===== src/rtl/router_pkt_fifo.sv =====
// Packet-aware output FIFO: {hdr_flag, data} storage with read-side sop/eop framing.
// Optional sticky overflow/underflow flags are built when ROUTER_PKT_FIFO_ERR_EN is defined.
module router_pkt_fifo #(
    parameter  int DATA_W       = 8,
    parameter  int DEPTH        = 16,
    parameter  int AFULL_THRESH = 14,
    localparam int ADDR_W       = $clog2(DEPTH)
) (
    input  logic              clock,
    input  logic              resetn,
    input  logic              soft_reset,
    input  logic              write_enb,
    input  logic              sof_in,
    input  logic [DATA_W-1:0] data_in,
    input  logic              read_enb,
    output logic [DATA_W-1:0] data_out,
    output logic              sop_out,
    output logic              eop_out,
    output logic              full,
    output logic              empty,
    output logic              almost_full,
    output logic [ADDR_W:0]   level,
    output logic [ADDR_W:0]   hdr_count
`ifdef ROUTER_PKT_FIFO_ERR_EN
    ,
    output logic              ovf_err,
    output logic              udf_err
`endif
);

    localparam int              REM_W   = DATA_W - 1;
    localparam logic [ADDR_W:0] PTR_ONE = {{ADDR_W{1'b0}}, 1'b1};
    localparam logic [ADDR_W:0] AF_LVL  = (ADDR_W + 1)'(AFULL_THRESH);
    localparam logic [REM_W-1:0] REM_ONE = {{(REM_W - 1){1'b0}}, 1'b1};

    logic [DATA_W:0]   mem_q [DEPTH];
    logic [ADDR_W:0]   wr_ptr_q, wr_ptr_d;
    logic [ADDR_W:0]   rd_ptr_q, rd_ptr_d;
    logic [ADDR_W:0]   hdr_cnt_q, hdr_cnt_d;
    logic [REM_W-1:0]  rem_q, rem_d;
    logic [DATA_W-1:0] dout_q, dout_d;
    logic              sop_q, sop_d;
    logic              eop_q, eop_d;
    logic              flush;
    logic              wr_acc;
    logic              rd_acc;
    logic              hdr_in;
    logic              hdr_out;
    logic [DATA_W:0]   rd_word;

    assign flush   = !resetn || soft_reset;
    assign full    = (wr_ptr_q[ADDR_W] != rd_ptr_q[ADDR_W]) &&
                     (wr_ptr_q[ADDR_W-1:0] == rd_ptr_q[ADDR_W-1:0]);
    assign empty   = (wr_ptr_q == rd_ptr_q);
    assign level   = wr_ptr_q - rd_ptr_q;
    assign almost_full = (level >= AF_LVL);
    assign wr_acc  = write_enb && !full;
    assign rd_acc  = read_enb && !empty;
    assign rd_word = mem_q[rd_ptr_q[ADDR_W-1:0]];
    assign hdr_in  = wr_acc && sof_in;
    assign hdr_out = rd_acc && rd_word[DATA_W];

    always_ff @(posedge clock) begin
        if (wr_acc && !flush) begin
            mem_q[wr_ptr_q[ADDR_W-1:0]] <= {sof_in, data_in};
        end
    end

    always_comb begin
        wr_ptr_d  = wr_ptr_q;
        rd_ptr_d  = rd_ptr_q;
        hdr_cnt_d = hdr_cnt_q;
        rem_d     = rem_q;
        dout_d    = dout_q;
        sop_d     = 1'b0;
        eop_d     = 1'b0;
        if (wr_acc) wr_ptr_d = wr_ptr_q + PTR_ONE;
        if (hdr_in && !hdr_out) hdr_cnt_d = hdr_cnt_q + PTR_ONE;
        if (hdr_out && !hdr_in) hdr_cnt_d = hdr_cnt_q - PTR_ONE;
        if (rd_acc) begin
            rd_ptr_d = rd_ptr_q + PTR_ONE;
            dout_d   = rd_word[DATA_W-1:0];
            // A header always restarts the tracker, even mid-packet; +1 covers the parity byte.
            if (rd_word[DATA_W]) begin
                sop_d = 1'b1;
                rem_d = {1'b0, rd_word[DATA_W-1:2]} + REM_ONE;
            end else if (rem_q != '0) begin
                rem_d = rem_q - REM_ONE;
                eop_d = (rem_q == REM_ONE);
            end
        end
    end

    always_ff @(posedge clock) begin
        if (flush) begin
            wr_ptr_q  <= '0;
            rd_ptr_q  <= '0;
            hdr_cnt_q <= '0;
            rem_q     <= '0;
            dout_q    <= '0;
            sop_q     <= 1'b0;
            eop_q     <= 1'b0;
        end else begin
            wr_ptr_q  <= wr_ptr_d;
            rd_ptr_q  <= rd_ptr_d;
            hdr_cnt_q <= hdr_cnt_d;
            rem_q     <= rem_d;
            dout_q    <= dout_d;
            sop_q     <= sop_d;
            eop_q     <= eop_d;
        end
    end

    assign data_out  = dout_q;
    assign sop_out   = sop_q;
    assign eop_out   = eop_q;
    assign hdr_count = hdr_cnt_q;

`ifdef ROUTER_PKT_FIFO_ERR_EN
    logic ovf_q;
    logic udf_q;

    always_ff @(posedge clock) begin
        if (flush) begin
            ovf_q <= 1'b0;
            udf_q <= 1'b0;
        end else begin
            ovf_q <= ovf_q || (write_enb && full);
            udf_q <= udf_q || (read_enb && empty);
        end
    end

    assign ovf_err = ovf_q;
    assign udf_err = udf_q;
`endif

endmodule


===== config.mk =====
export PLATFORM = sky130hd
export DESIGN_NAME = router_pkt_fifo
export DESIGN_NICKNAME = d
export VERILOG_FILES = /design/src/rtl/router_pkt_fifo.sv
export SDC_FILE = /design/constraint.sdc
export NUM_CORES = 1
export LEC_CHECK = 0
export CAP_MARGIN = 15
export CORE_MARGIN = 2
export CORE_UTILIZATION = 55
export DETAILED_ROUTE_END_ITERATION = 8
export PLACE_DENSITY = 0.84
export RECOVER_POWER = 50
export SKIP_CTS_REPAIR_TIMING = 1
export SYNTH_ARGS = -nofsm -noshare
export SYNTH_HDL_FRONTEND = slang
export SYNTH_SLANG_ARGS = --single-unit

===== constraint.sdc =====
create_clock -name clock -period 4.1 [get_ports clock]
set_input_delay 0.82 -clock clock [delete_from_list [all_inputs] [get_ports clock]]
set_output_delay 0.82 -clock clock [all_outputs]
set_load 0.05 [all_outputs]

==> Implementation_results.wiki, run 1 <==
{| class="wikitable"
! Metric !! Value
|-
| Inserted Diodes || 0
|-
| Worst-case setup margin in the final layout || 0.280 ns
|-
| Violation count after the first detailed-route iteration || 395
|-
| Count of TritonRoute iterations in the first routing pass || 4
|-
| Mean routed wirelength per cell || 21.0 um
|-
| Detailed placer's ending HPWL || 9.69 mm
|-
| Critical path capture point type || output pin
|-
| Die area || 0.0145 mm2
|-
| Maximum fanout count along the critical path || 5
|-
| Upper clock frequency limit || 262 MHz
|-
| Area of combinational cells with multiple inputs || 0.00225 mm2
|-
| Clock tree buffer depth || 2
|-
| Number of design rule violations left after detail routing || 0
|-
| H-tree Lvls || 4
|-
| First-pass GRT wire length || 23.1 mm
|-
| Number of ports placed on the die boundary || 37
|-
| Top flip-flop cell by instance count after synthesis || edfxtp_1
|-
| Tightest Hold Check Type || flop to flop
|-
| Via count of the first global-routing pass || 4185
|-
| Via count || 4204
|-
| Sequential cell area in the final layout || 0.00505 mm2
|-
| Outcome || finished, final reports clean
|-
| Initial Util || 56.3%
|-
| Detailed-route vias per instance || 5.91
|-
| Most frequently used cell type in the post-synthesis netlist || edfxtp_1
|-
| Vertical die dimension || 120 um
|-
| Cell types with the largest area share after synthesis || edfxtp_1 58%, dfxtp_1 9.7%, mux4_2 8.5%
|-
| Insertion delay to the later sink of the worst-skew pair || 0.42 ns
|-
| Fin. max-slew vios || 0
|-
| Maximum number of pins on one net before global-route repair || 33
|-
| Global placement routability congestion || 0.885
|-
| Syn Nets || 498
|-
| Warnings, synthesis || 0
|-
| Number of setup violations in the final report || 0
|-
| Clock-pin slew reported for the worst setup and hold paths after clock tree synthesis || 0.06 ns
|-
| Launching element type of the critical path || flop
|-
| Data arrival at the endpoint of the critical path || 3.00 ns
|-
| Number of clock sinks || 180
|-
| Pwr dens || 423 mW/mm2
|-
| Standby leakage power || 2.88 nW
|-
| Number of inserted filler cells in the final layout || 904
|-
| Mapped cell area || 0.00746 mm2
|-
| Worst rel slew slack || 20.7%
|-
| Post-DRT Antenna Nets || 0
|-
| Proportion of layout cells with a drive suffix above 1 || 16.1%
|-
| Synth cell types || 49
|-
| Detailed-route wire length || 15.0 mm
|-
| Number of antenna violations at the first check in global routing || 0
|-
| Proportion of synthesized flip-flops having asynchronous set or reset || 0%
|-
| Number of nets in the final layout || 555
|-
| Root Driver || clkbuf_16
|-
| Required arrival time at the worst endpoint || 3.28 ns
|-
| Seq cells post-synth || 180
|-
| Number of rows in the core area || 42
|-
| Total power || 3.67 mW
|-
| Final worst clock skew || 0.00557 ns
|-
| Cell type contributing the most total cell area after synthesis || edfxtp_1
|-
| CTS buffer count || 17
|-
| Final period utilization || 93.2%
|-
| Crit Path Class || flop to output pin
|-
| Fraction of the yosys area taken by sequential cells || 67.7%
|-
| Fin. Hold Viols || 0
|-
| GR Util All Layers || 21.9%
|-
| RSZ-0062 raised after global routing || false
|-
| Fraction of synthesized cell area taken by the top area cell type || 58.0%
|-
| Number of flops mapped to enable cells by yosys || 144
|-
| Setup slack at placement || 0.516 ns
|-
| Chip width || 120 um
|-
| Area overhead of the layout relative to synthesis || 16.2%
|-
| Cell types with the highest counts after synthesis || 144 x edfxtp_1, 38 x nor2_1, 36 x dfxtp_1, 36 x nand2_1, 28 x mux4_2
|-
| Aggregate global routing overflow || 0
|-
| Maximum vdd drop || 0.313 mV
|-
| Min Tclk post-route || 3.82 ns
|-
| Count of input and output buffers || 36
|-
| Actual transition at the worst max-transition pin || 1.19 ns
|-
| Gate count of the mapped netlist || 466
|-
| Core Footprint || 0.0132 mm2
|-
| Post-synthesis area per instance || 16.0 um2
|-
| Final-layout setup total negative slack || 0 ns
|-
| CTS tree || done
|-
| Max-cap violation count || 0
|}
## routing by layer
metal / share of wire [%] / up-vias / global-route usage (%) / routed length, um
li1: - / 1914 / - / -
met1: 41 / 2114 / 28.1 / 6140
met2: 51 / 155 / 36.2 / 7690
met3: 6.4 / 21 / 6.13 / 952
met4: 1.2 / 0 / 7.27 / 172
met5: 0 / - / 0 / 0
## state kept, by name, summed over array words and instances (netlist names), named ones only
signal     cells
rd_ptr_q       5
rem_q          7
hdr_count      5
wr_ptr_q       5
mem_q        144
sop_out        1
data_out       8
eop_out        1
## final timing paths
path,slack [ns],startpoint,endpoint,depth (start not counted)
max,0.28,wr_ptr_q[0],almost_full,9
min,0.47,data_out[2],data_out[2],2
max reg2reg,0.50,flop,hdr_count[4],12
min reg2reg,0.47,data_out[2],data_out[2],2
## worst max-delay path, cell delays in order (launching register included)
cell and delay (ns):
dfxtp_1 0.36, inv_1 0.13, ha_1 0.16, inv_1 0.06
fa_1 0.41, a21o_1 0.20, a21oi_1 0.18, xnor2_1 0.16
a31o_2 0.13, clkdlybuf4s50_1 0.79
## power breakdown
part	switching, mW	total, mW	internal, mW
combinational	0.0922	0.144	0.0518
sequential	0.00583	1.98	1.98
clock	0.649	1.54	0.891
## final cells by class
cell class	instances	area share [%]
sequential	180	58.3
multi-input combinational	252	26.0
timing repair buffer	59	6.12
clock buffer	18	4.95
tap	176	2.54
clock inverter	13	1.56
inverter	13	0.563
## through the flow
stage	cell area [um2]	hold WS, ns	instances	util (%)
floorplan	7460	0.432	466	-
finish	8660	0.468	711	65.4
detailed placement	8100	0.454	680	61.2
global placement	8100	0.444	680	61.2
CTS	8660	0.465	711	65.4
global route	8660	0.489	711	65.4
## kinds of logic (layout without fill, tap and decap cells)
group / Yosys count / in the layout / synth area share, %
DFF: 180 / 180 / 67.7
xor gates and xnor gates: 19 / 19 / 2.23
AOI/OAI and AO/OA: 65 / 65 / 5.92
adders and majority gates: 18 / 18 / 3.22
buffers and inverters: 34 / 103 / 2.15
and+or+nand+nor: 111 / 111 / 6.71
muxes: 39 / 39 / 12.1
## placed cells by master, fill, tap and decap left out, types with 2 or more instances in the layout
master,Yosys,layout
a211oi_1,2,2
a21o_1,3,3
a21oi_1,24,24
a22oi_1,12,12
a31o_2,3,3
a31oi_1,2,2
and2_1,4,4
buf_4,2,22
bufinv_16,0,2
clkbuf_16,0,17
clkdlybuf4s50_1,0,13
clkinv_1,0,2
clkinv_2,0,2
clkinvlp_4,0,5
dfxtp_1,36,35
dlygate4sd3_1,0,23
edfxtp_1,144,144
fa_1,2,2
ha_1,16,16
inv_1,12,12
mux4_1,10,10
mux4_2,28,28
nand2_1,36,36
nand2b_1,3,3
nand3_1,2,2
nand4_1,5,5
nor2_1,38,38
nor2b_1,6,6
nor3_1,10,10
o21a_1,2,2
o21ai_0,6,6
o311a_1,2,2
or3_1,3,3
xnor2_1,12,12
xor2_1,7,7
Power figures use the tool's default switching activity.
==> inputs of run 2 (changes only) <==
- clock period: 4.1 -> 4.78 ns (I/O delays scaled with it)
==> run 2 against run 1 <==
Compared with the run above: sequential share of layout area is 0.31 points higher; global-route usage grew 1.2 points; flip-flop and latch count did not move; count of clock-buffer cells in the layout stayed put; wire length rose by 3.6%; die area unchanged; via count is 1.3% higher; worst hold slack got worse by 0.012 ns; first-iteration DRC count fell by 4.8%; final cell count fell by 1.3%; critical path type is now flop to flop; largest power group unchanged.
==> Implementation_results.wiki, run 2 (synthesis gave the netlist of run 1 again) <==
{| class="wikitable"
! Metric !! Value
|-
| Core Footprint || 0.0132 mm2
|-
| Min Tclk post-route || 4.01 ns
|-
| Mean routed wirelength per cell || 22.1 um
|-
| Number of inserted filler cells in the final layout || 893
|-
| Met3 track demand over resource in global routing || 4.43%
|-
| Core Util, Final || 65.1%
|-
| Max FFs per register || 144
|-
| Area overhead of the layout relative to synthesis || 15.5%
|-
| Flop2flop setup slack || 0.77 ns
|-
| Inserted Diodes || 0
|-
| CTS buffer count || 17
|-
| Vertical die dimension || 120 um
|-
| RSZ-0062 raised after global routing || false
|-
| Count of TritonRoute iterations in the first routing pass || 5
|-
| Highest-count cells in the layout ignoring fill and taps || 144 x edfxtp_1, 38 x nor2_1, 36 x nand2_1, 36 x dfxtp_1, 28 x mux4_2
|-
| Clock-pin slew reported for the worst setup and hold paths after clock tree synthesis || 0.06 ns
|-
| Standby leakage power || 2.85 nW
|-
| Number of antenna violations at the first check in global routing || 0
|-
| Launching element type of the critical path || flop
|-
| Insertion delay to the later sink of the worst-skew pair || 0.43 ns
|-
| Final worst clock skew || 0.00729 ns
|-
| Detailed-route vias per instance || 6.07
|-
| GR Util All Layers || 23.1%
|-
| Data arrival at the endpoint of the critical path || 4.35 ns
|-
| Maximum vdd drop || 0.299 mV
|-
| Maximum fanout count along the critical path || 17
|-
| First-pass GRT wire length || 24.3 mm
|-
| Maximum number of pins on one net before global-route repair || 31
|-
| Proportion of layout cells with a drive suffix above 1 || 14.8%
|-
| Aggregate global routing overflow || 0
|-
| Global placement routability congestion || 0.815
|-
| Global routing met2 resource utilization || 39.3%
|-
| CTS tree || done
|-
| Chip width || 120 um
|-
| Area of combinational cells with multiple inputs || 0.00225 mm2
|-
| Final-layout setup total negative slack || 0 ns
|-
| Pwr dens || 370 mW/mm2
|-
| Final period utilization || 84.0%
|-
| Total power || 3.18 mW
|-
| Worst rel slew slack || 21.7%
|-
| Most common cell after layout, fill and taps aside || edfxtp_1
|-
| Number of design rule violations left after detail routing || 0
|-
| Die area || 0.0145 mm2
|-
| Outcome || finished, final reports clean
|-
| Via count of the first global-routing pass || 4332
|-
| Count of input and output buffers || 36
|-
| Fin. max-slew vios || 0
|-
| Max-cap violation count || 0
|-
| Via count || 4258
|-
| Violation count after the first detailed-route iteration || 376
|-
| Required arrival time at the worst endpoint || 5.11 ns
|-
| H-tree Lvls || 4
|-
| Post-DRT Antenna Nets || 0
|-
| Root Driver || clkbuf_16
|-
| Met1 track demand over resource in global routing || 29.0%
|-
| Number of clock sinks || 180
|-
| Number of setup violations in the final report || 0
|-
| Detailed-route wire length || 15.5 mm
|-
| Detailed placer's ending HPWL || 9.96 mm
|-
| Upper clock frequency limit || 249 MHz
|-
| Initial Util || 56.3%
|-
| Crit Path Class || flop to flop
|-
| Number of ports placed on the die boundary || 37
|-
| Number of nets in the final layout || 547
|-
| Number of rows in the core area || 42
|-
| Actual transition at the worst max-transition pin || 1.17 ns
|-
| Highest-utilization routing layer at the global route stage || met2
|-
| Clock tree buffer depth || 2
|-
| Sequential cell area in the final layout || 0.00504 mm2
|-
| Fin. Hold Viols || 0
|-
| Tightest Hold Check Type || flop to flop
|-
| Critical path capture point type || flop
|}
==> run 2: cell types whose count changed in the layout (fill, tap and decap cells not counted), moves of 3 or more <==
| cell | delta |
|---|---|
| clkinv_4 | +3 |
| buf_4 | -7 |
| clkinvlp_4 | -4 |
| inv_6 | +5 |
==> run 2: cell type report <==
type / count / area share (%)
sequential: 180 / 58.6
multi-input combinational: 252 / 26.1
timing repair buffer: 51 / 5.49
clock buffer: 18 / 4.98
tap: 176 / 2.56
clock inverter: 12 / 1.70
inverter: 13 / 0.566
==> run 2: worst paths after layout <==
check / startpoint / end / depth (start not counted)
worst min register to register: data_out[5] / data_out[5] / 2
worst min-delay path: data_out[5] / data_out[5] / 2
worst max-delay path: flop / hdr_count[4] / 11
worst max register to register: flop / hdr_count[4] / 11
==> run 2: power by group <==
group / total, mW / internal, mW / switching (mW)
logic: 0.123 / 0.0448 / 0.0777
registers: 1.70 / 1.70 / 0.00643
clock network: 1.36 / 0.776 / 0.584
total: 3.18 / 2.52 / 0.668
==> run 2: metrics by stage <==
stage          hold WS [ns]  cell area, um2  instances  setup slack, ns
2_1_floorplan         0.432            7460        466             1.26
5_1_grt               0.486            8610        702            0.456
3_5_place_dp          0.452            8040        672            0.807
4_1_cts               0.461            8620        702            0.758
3_3_place_gp          0.441            8040        672            0.991
6_report              0.456            8610        702            0.766
==> run 2: per-layer routing <==
layer	vias up	wire (um)
li1	1898	-
met1	2120	5970
met2	196	8000
met3	44	1080
met4	0	434
met5	-	0
==> run 2: worst max-delay path, stage by stage, from the launching register on <==
cell and delay [ns]:
dfxtp_1 1.02, mux4_1 0.67, a22oi_1 0.36, a21oi_2 0.23, ha_1 0.33, ha_1 0.33, nor2b_1 0.16, o21a_1 0.17
nor2_1 0.11, xnor2_1 0.08, or3_1 0.30, a21oi_1 0.14
